<file path="config.mk">
export PLATFORM = sky130hd
export DESIGN_NAME = ps2_arrow_key_receiver
export DESIGN_NICKNAME = d
export VERILOG_FILES = /design/src/rtl/ps2_arrow_key_receiver.sv
export SDC_FILE = /design/constraint.sdc
export NUM_CORES = 1
export LEC_CHECK = 0
export CORE_MARGIN = 5
export CORE_UTILIZATION = 45
export DETAILED_ROUTE_END_ITERATION = 12
export MAX_ROUTING_LAYER = met4
export PLACE_DENSITY = 0.68
export SYNTH_ARGS = -nofsm -noshare
export SYNTH_HDL_FRONTEND = slang
export SYNTH_SLANG_ARGS = --single-unit
</file>
<file path="constraint.sdc">
create_clock -name Clk_50mhz -period 1.8 [get_ports Clk_50mhz]
set_clock_uncertainty 0.15 [all_clocks]
set_input_delay 0.36 -clock Clk_50mhz [delete_from_list [all_inputs] [get_ports Clk_50mhz]]
set_output_delay 0.36 -clock Clk_50mhz [all_outputs]
set_load 0.01 [all_outputs]
</file>
<file path="src/rtl/ps2_arrow_key_receiver.sv">
// rtl/ps2_arrow_key_receiver.sv - PS/2 set-2 frame receiver with arrow-key make decoder
// Receives 11-bit keyboard frames and turns E0-prefixed arrow makes into one-cycle strobes.
module ps2_arrow_key_receiver #(
  parameter int TIMEOUT_CYCLES = 100000,
  parameter int SYNC_STAGES    = 2
) (
  input  logic       Clk_50mhz,
  input  logic       Rst,
  input  logic       PS2_clk,
  input  logic       PS2_data,
  output logic       Key_left,
  output logic       Key_right,
  output logic       Key_up,
  output logic       Key_down,
  output logic [7:0] Scan_code,
  output logic       Scan_valid,
  output logic       Frame_err
);

  localparam int TW = $clog2(TIMEOUT_CYCLES + 1);
  localparam logic [TW-1:0] TO_LAST = TW'(TIMEOUT_CYCLES - 1);

  typedef enum logic [2:0] {
    RX_IDLE,
    RX_SHIFT,
    RX_PARITY,
    RX_STOP,
    RX_DONE
  } rx_state_t;

  typedef enum logic [1:0] {
    DEC_IDLE,
    DEC_EXT,
    DEC_BRK,
    DEC_EXT_BRK
  } dec_state_t;

  logic [SYNC_STAGES-1:0] r_clk_sync;
  logic [SYNC_STAGES-1:0] r_data_sync;
  logic                   r_clk_prev;
  logic                   w_clk_s;
  logic                   w_data_s;
  logic                   w_strobe;

  rx_state_t r_rx_state;
  rx_state_t w_rx_next;
  logic [TW-1:0] r_timeout;
  logic [2:0]    r_bit_cnt;
  logic [7:0]    r_shift;
  logic          r_parity_ok;
  logic          r_stop_ok;
  logic [7:0]    r_scan_code;
  logic          r_scan_valid;
  logic          r_frame_err;
  logic          w_begin;
  logic          w_start_err;
  logic          w_timeout;
  logic          w_done_ok;
  logic          w_done_bad;

  dec_state_t r_dec_state;
  dec_state_t w_dec_next;
  logic [3:0] r_held;
  logic [3:0] w_arrow_oh;
  logic [3:0] w_key;
  logic [3:0] w_clr;

  // Sync chains reset to the idle-high line level so reset never fakes a falling edge.
  always_ff @(posedge Clk_50mhz) begin
    if (Rst) begin
      r_clk_sync  <= '1;
      r_data_sync <= '1;
      r_clk_prev  <= 1'b1;
    end else begin
      r_clk_sync  <= {r_clk_sync[SYNC_STAGES-2:0], PS2_clk};
      r_data_sync <= {r_data_sync[SYNC_STAGES-2:0], PS2_data};
      r_clk_prev  <= w_clk_s;
    end
  end

  assign w_clk_s  = r_clk_sync[SYNC_STAGES-1];
  assign w_data_s = r_data_sync[SYNC_STAGES-1];
  assign w_strobe = r_clk_prev & ~w_clk_s;

  always_comb begin
    w_rx_next   = r_rx_state;
    w_begin     = 1'b0;
    w_start_err = 1'b0;
    w_timeout   = 1'b0;
    case (r_rx_state)
      RX_IDLE, RX_DONE: begin
        if (r_rx_state == RX_DONE) w_rx_next = RX_IDLE;
        if (w_strobe) begin
          if (!w_data_s) begin
            w_rx_next = RX_SHIFT;
            w_begin   = 1'b1;
          end else begin
            w_start_err = 1'b1;
          end
        end
      end
      RX_SHIFT:  if (w_strobe && r_bit_cnt == 3'd7) w_rx_next = RX_PARITY;
      RX_PARITY: if (w_strobe) w_rx_next = RX_STOP;
      RX_STOP:   if (w_strobe) w_rx_next = RX_DONE;
      default:   w_rx_next = RX_IDLE;
    endcase
    if (r_rx_state != RX_IDLE && !w_strobe && r_timeout == TO_LAST) begin
      w_timeout = 1'b1;
      w_rx_next = RX_IDLE;
    end
  end

  assign w_done_ok  = (r_rx_state == RX_DONE) && r_parity_ok && r_stop_ok;
  assign w_done_bad = (r_rx_state == RX_DONE) && !(r_parity_ok && r_stop_ok);

  always_ff @(posedge Clk_50mhz) begin
    if (Rst) begin
      r_rx_state   <= RX_IDLE;
      r_timeout    <= '0;
      r_bit_cnt    <= 3'd0;
      r_shift      <= 8'd0;
      r_parity_ok  <= 1'b0;
      r_stop_ok    <= 1'b0;
      r_scan_code  <= 8'd0;
      r_scan_valid <= 1'b0;
      r_frame_err  <= 1'b0;
    end else begin
      r_rx_state <= w_rx_next;
      if (w_strobe || w_rx_next == RX_IDLE) r_timeout <= '0;
      else r_timeout <= r_timeout + TW'(1);
      if (w_begin || w_timeout) begin
        r_bit_cnt <= 3'd0;
      end else if (r_rx_state == RX_SHIFT && w_strobe) begin
        r_shift   <= {w_data_s, r_shift[7:1]};
        r_bit_cnt <= r_bit_cnt + 3'd1;
      end
      if (r_rx_state == RX_PARITY && w_strobe) r_parity_ok <= ^{w_data_s, r_shift};
      if (r_rx_state == RX_STOP && w_strobe) r_stop_ok <= w_data_s;
      r_scan_valid <= w_done_ok;
      if (w_done_ok) r_scan_code <= r_shift;
      r_frame_err <= w_done_bad | w_start_err | w_timeout;
    end
  end

  always_comb begin
    case (r_scan_code)
      8'h6B:   w_arrow_oh = 4'b0001;
      8'h74:   w_arrow_oh = 4'b0010;
      8'h75:   w_arrow_oh = 4'b0100;
      8'h72:   w_arrow_oh = 4'b1000;
      default: w_arrow_oh = 4'b0000;
    endcase
  end

  // Key strobes come straight from the decoder so they line up with the final Scan_valid.
  always_comb begin
    w_dec_next = r_dec_state;
    w_key      = 4'b0000;
    w_clr      = 4'b0000;
    if (r_frame_err) begin
      w_dec_next = DEC_IDLE;
    end else if (r_scan_valid) begin
      case (r_dec_state)
        DEC_IDLE: begin
          if (r_scan_code == 8'hE0) w_dec_next = DEC_EXT;
          else if (r_scan_code == 8'hF0) w_dec_next = DEC_BRK;
        end
        DEC_EXT: begin
          if (r_scan_code == 8'hF0) begin
            w_dec_next = DEC_EXT_BRK;
          end else begin
            w_dec_next = DEC_IDLE;
            w_key      = w_arrow_oh & ~r_held;
          end
        end
        DEC_BRK: w_dec_next = DEC_IDLE;
        DEC_EXT_BRK: begin
          w_dec_next = DEC_IDLE;
          w_clr      = w_arrow_oh;
        end
        default: w_dec_next = DEC_IDLE;
      endcase
    end
  end

  always_ff @(posedge Clk_50mhz) begin
    if (Rst) begin
      r_dec_state <= DEC_IDLE;
      r_held      <= 4'b0000;
    end else begin
      r_dec_state <= w_dec_next;
      r_held      <= (r_held | w_key) & ~w_clr;
    end
  end

  assign Key_left   = w_key[0];
  assign Key_right  = w_key[1];
  assign Key_up     = w_key[2];
  assign Key_down   = w_key[3];
  assign Scan_code  = r_scan_code;
  assign Scan_valid = r_scan_valid;
  assign Frame_err  = r_frame_err;

endmodule

</file>
==> impl_metrics.ini, run 1 <==
[run_status]
status = finished, violations left
violations = negative setup slack

[place]
place_congestion = 0.800
io_buffers = 17
dp_hpwl_um = 3840
place_inst = 382

[pwr]
ir_drop_mv = 0.405
finalPower_w = 0.00218
power_density_nw_per_um2 = 604
p_leak_nw = 1.41

[synth]
synth_commonest_cells = 54 x dfxtp_1, 28 x nor2_1, 18 x mux2i_1, 16 x nand2_1, 14 x nor3_2
yosysTopAreaCell = dfxtp_1
synth.distinct_cells = 57
synth.most_common_cell = dfxtp_1
ys_warn_count = 0
yosys_most_used_dff = dfxtp_1
synth_seq_cells = 54
avgSynthCellArea_um2 = 9.87
synth_cells = 262
syn_area_um2 = 2590
ys_seq_area_frac = 0.418
async_flop_share = 0
syn-num-nets = 269
yosysTopAreaCellShare = 0.418
synthTopCellsByArea = dfxtp_1 42%, mux2i_1 7.0%, nor3_2 5.4%
synth-edff-count = 0

[timing]
max_freq_mhz = 472
final-setup-viol-count = 26
slew_headroom = 0.465
setup_slack_ns = -0.319
hold_viol_final = 0
rsz0062_at_grt = true
hold-worst-slack_ns = 0.275
worst_pin_slew_ns = 0.797
drv_slew = 0
period_minus_slack_ns = 2.12
period_share = 1.18

[worst_hold_path]
hold_path_class = reg2reg
holdPathStages = 1
worstHoldStart = r_clk_sync[0]$_SDFF_PP1_
hold_path_end = r_clk_sync[1]$_SDFF_PP1_

[route]
drcViolationCount = 0
dr.pass1.iters = 4
via_per_inst = 5.42
drtIter0Drc = 84
wl_per_cell_um = 15.7
drt.antenna.violating_nets = 0
wirelength_um = 6400
num_vias = 2212

[die]
fp-row-count = 27
die_w_um = 85.8
pin_count = 18
die_area_um2 = 7360
die_h_um = 85.8
core-area_um2 = 5540
start_util = 0.467

[setup_path]
r2r-end = r_bit_cnt[0]$_SDFFE_PP0P_
r2r_start = r_timeout[4]$_SDFF_PP0_
cp_cell_sequence = buf_6 > nand4b_1 > o31a_1 > buf_4 > nand2_2 > nor2_1 > buf_2
endpoint_kind = output pin
cp_slowest_cell = o31a_1
critPathKind = reg2out
worstPathRequired_ns = 1.29
crit_path_max_fanout = 4
reg2reg_depth = 6
crit_arrival_ns = 1.61
crit_path_max_incr_delay_ns = 0.37
regToRegSetupSlack_ns = -0.08
crit_path_start_kind = register

[global_routing]
grt_pass1_vias = 2025
grtUsageTotal = 0.170
grt_pass1_wl_um = 9640
grt_start_max_net_pins = 18
overflow = 0
antenna_found_initial = 0

[clock_network]
numCtsBuffers = 5
path_clk_slew_ns = 0.10
cts_tree = yes
clock_latency_ns = 0.31
h-tree-depth = 2
cts_root_buf = clkbuf_8
cts_sinks = 54
cts.path.max_buffers = 2

[layout]
multi_input_area_um2 = 1580
diodes = 0
stdcell_count = 408
seq_area_um2 = 1110
nFillCells = 431
finalNetCount = 342
drive_above_1_share = 0.405
area_growth_pct = 39.3

[run]
drv_cap = 0
cells in the final DEF, fill, tap and decap left out, types with 5 or more instances in the layout:
cell type      count
buf_4             53
dfxtp_1           38
nor2_1            27
mux2i_1           18
dfxtp_2           14
nand2_1           13
nor3_2            13
xnor2_1           12
dlygate4sd2_1     10
nand2b_1           7
nand4_1            7
a21oi_1            7
nor3_4             6
xor2_1             6
nor4_1             5
a211oi_1           5
clkbuf_8           5
worst max-delay path, delay by kind of cell (launching register included):
| kind | cells | cell delay, ns |
|---|---|---|
| compound gates | 1 | 0.37 |
| buf+inv | 3 | 0.38 |
| flops | 1 | 0.34 |
| simple gates | 3 | 0.20 |
kinds of logic after synthesis:
kind of cell	Yosys count	share of synthesized area
XOR/XNOR	19	0.0697
buffers and inverters	17	0.0382
multiplexers	18	0.0697
AO/OA/AOI/OAI	29	0.0958
flip-flops	54	0.418
AND/OR/NAND/NOR	122	0.294
adder cells (fa/ha/maj)	3	0.0145
cell type report:
cell class	instances	area share
Clock buffer	6	0.0201
Sequential cell	54	0.307
Tap cell	72	0.0250
Inverter	4	0.00417
Multi-Input combinational cell	191	0.439
Timing Repair Buffer	79	0.194
Clock inverter	2	0.0104
routing by layer:
metal	track usage	routed length, µm	vias to the layer above
li1	-	-	1091
met1	0.215	2960	1074
met2	0.267	3080	33
met3	0.0298	206	14
met4	0.0719	161	0
met5	-	0	-
registers in the layout, summed over array words and instances (netlist names):
| register | count |
|---|---|
| r_clk_sync | 2 |
| Scan_code | 8 |
| r_dec_state | 2 |
| r_shift | 8 |
| Frame_err | 1 |
| r_rx_state | 3 |
| r_timeout | 17 |
| r_parity_ok | 1 |
| r_data_sync | 2 |
| r_bit_cnt | 3 |
| r_stop_ok | 1 |
| Scan_valid | 1 |
| r_held | 4 |
| r_clk_prev | 1 |
worst max-delay path by stage:
| stage | cells after the start | slack, ns | from | end |
|---|---|---|---|---|
| 2_1_floorplan | 5 | 0.02 | r_timeout[0]$_SDFF_PP0_ | r_timeout[16]$_SDFF_PP0_ |
| 3_3_place_gp | 5 | -0.33 | Scan_code[7]$_SDFFE_PP0P_ | Key_up |
| 3_5_place_dp | 5 | -0.37 | Scan_code[7]$_SDFFE_PP0P_ | Key_up |
| 4_1_cts | 6 | -0.32 | Scan_code[0]$_SDFFE_PP0P_ | Key_up |
| 5_1_grt | 6 | -0.39 | r_dec_state[1]$_SDFFE_PP0P_ | Key_down |
| 6_report | 7 | -0.32 | Scan_code[7]$_SDFFE_PP0P_ | Key_down |
power by group:
group | total [W] | switching [W] | internal, W
clock | 0.000818 | 0.000403 | 0.000415
combinational | 0.000149 | 0.0000760 | 0.0000729
sequential | 0.00121 | 0.0000106 | 0.00120
stage by stage:
step | worst slack (ns) | setup TNS, ns | cell area [µm²] | util
after floorplan | 0.0155 | 0 | 2590 | -
after global placement | -0.326 | -1.24 | 3120 | 0.564
after detailed placement | -0.373 | -1.38 | 3120 | 0.564
after CTS | -0.319 | -2.00 | 3380 | 0.610
after global routing | -0.390 | -3.35 | 3600 | 0.650
final | -0.319 | -2.32 | 3600 | 0.650
what timing repair did:
action | 4_1_cts | 5_1_grt
hold buffers | 0 | 0
pin swaps | 12 | 17
gates resized for setup | 49 | 32
setup buffers | 6 | 9
cloned | 2 | 1
setup endpoints to repair | 20 | 28
(Power assumes the default switching activity.)
==> run 2, diff against run 1 <==
- CORE_UTILIZATION: 45 -> 35
- DONT_BUFFER_PORTS: unset -> 1
- PLACE_DENSITY: 0.68 -> 0.53
==> impl_metrics.ini, run 2 (synthesis results as in run 1) <==
[route]
wl_per_cell_um = 14.6
top_layer = met4
wirelength_um = 5970
met3WireLength_um = 204
dr.pass1.iters = 4
via_per_inst = 5.05
drcViolationCount = 0
wl_met2_um = 2870
num_vias = 2066
drtIter0Drc = 69
drt.antenna.violating_nets = 0
wl_met1_um = 2800

[die]
fp-row-count = 31
start_util = 0.358
die_h_um = 96.0
die_area_um2 = 9210
pin_count = 18
core-area_um2 = 7210
die_w_um = 96.0

[run_status]
violations = negative setup slack
status = finished, violations left

[clock_network]
cts_sinks = 54
clock_latency_ns = 0.31
h-tree-depth = 2
path_clk_slew_ns = 0.11
cts.path.max_buffers = 2
cts_tree = yes
cts_root_buf = clkbuf_8
numCtsBuffers = 5

[pwr]
ir_drop_mv = 0.369
p_leak_nw = 1.23
power_density_nw_per_um2 = 611

[setup_path]
cp.buffers_inverters = 0
crit_arrival_ns = 1.53
endpoint_kind = output pin
regToRegSetupSlack_ns = -0.04
crit_family = simple AND/OR/NAND/NOR gates
cp_slowest_cell = dfxtp_2
crit_path_max_fanout = 6
crit_path_start_kind = register
critPathKind = reg2out
cp_cell_sequence = nor4bb_4 > o31a_1 > nand2_1 > nor2_4
worstPathRequired_ns = 1.29
crit_path_max_incr_delay_ns = 0.35

[layout]
diodes = 0
layout_commonest_cell = dfxtp_1
top_register = r_timeout
drive_above_1_share = 0.387
finalNetCount = 316
nFillCells = 703
largest_reg_flops = 17
stdcell_count = 409
area_growth_pct = 31.1
final_cell_mix = 40 x dfxtp_1, 38 x buf_4, 24 x nor2_1
fin_area_um2 = 3390

[place]
place_congestion = 0.816
dp_hpwl_um = 3780
place_inst = 386
io_buffers = 0
dpl_cell_area_um2 = 2940
post-place-ws_ns = -0.0683

[timing]
max_freq_mhz = 491
worst_pin_slew_ns = 1.14
hold_viol_final = 0
final-setup-viol-count = 21
drv_slew = 0
hold-worst-slack_ns = 0.116
period_share = 1.13
period_minus_slack_ns = 2.04
slew_headroom = 0.237
setup_slack_ns = -0.238
rsz0062_at_grt = true

[global_routing]
overflow = 0
grt_pass1_vias = 1996
grt_start_max_net_pins = 31
antenna_found_initial = 0
grtUsageTotal = 0.142
grt_pass1_wl_um = 9920

[run]
drv_cap = 0

[worst_hold_path]
hold_path_class = in2reg
run 2: cell types whose count changed in the layout (fill, tap and decap cells not counted), sizes merged:
cell / before / now
buf: 65 / 49
bufinv: 1 / 0
clkbuf: 7 / 5
clkdlybuf4s50: 3 / 0
clkinvlp: 1 / 0
dlygate4sd2: 10 / 0
dlygate4sd3: 0 / 3
dlymetal6s4s: 0 / 1
inv: 4 / 7
run 2: what timing repair did:
item	in CTS	in global routing
gates resized for setup	24	29
hold buffers	4	0
buffers inserted	6	4
endpoints found under the setup margin	26	50
pin swaps	13	24
cloned	3	0
hold endpoints to repair	30	0
run 2: final timing paths:
path / endpoint / cells past startpoint / from
setup / recovery: Key_down / 4 / r_dec_state[1]$_SDFFE_PP0P_
hold / removal: r_parity_ok$_SDFFE_PP0P_ / 3 / Rst
setup reg to reg: r_bit_cnt[2]$_SDFFE_PP0P_ / 6 / r_timeout[4]$_SDFF_PP0_
hold reg to reg: r_data_sync[1]$_SDFF_PP1_ / 1 / r_data_sync[0]$_SDFF_PP1_
run 2: layer usage:
layer / vias up / global-route usage
met5: - / -
met4: 0 / 0.0604
met3: 8 / 0.0313
met2: 22 / 0.218
met1: 992 / 0.180
li1: 1044 / -
run 2: power by group:
part,switching (W),internal (W)
clock network,0.000435,0.000290
registers,0.0000104,0.00120
logic,0.0000695,0.0000648
total,0.000514,0.00156
run 2: layout make-up:
type / instances / area [µm²] / area share
timing repair buffer: 53 / 510 / 0.151
multi-input combinational: 191 / 1540 / 0.456
clock inverter: 3 / 26.3 / 0.00775
inverter: 4 / 15.0 / 0.00443
clock buffer: 5 / 68.8 / 0.0203
sequential: 54 / 1100 / 0.325
tap: 99 / 124 / 0.0365
run 2: worst register-to-register path, cell delays in order, from the launching register on:
cell     delay, ns
dfxtp_4       0.37
nand2_2       0.05
or4_4         0.56
o31ai_4       0.24
buf_6         0.17
buf_12        0.12
nor3_2        0.04
run 2: stage by stage:
step,util,power [W],setup TNS (ns)
floorplan,-,0.00131,0
global placement,0.408,0.00133,-0.127
detailed placement,0.408,0.00132,-0.815
CTS,0.455,0.00211,-1.71
global route,0.470,0.00217,-2.33
finish,0.470,0.00207,-1.07
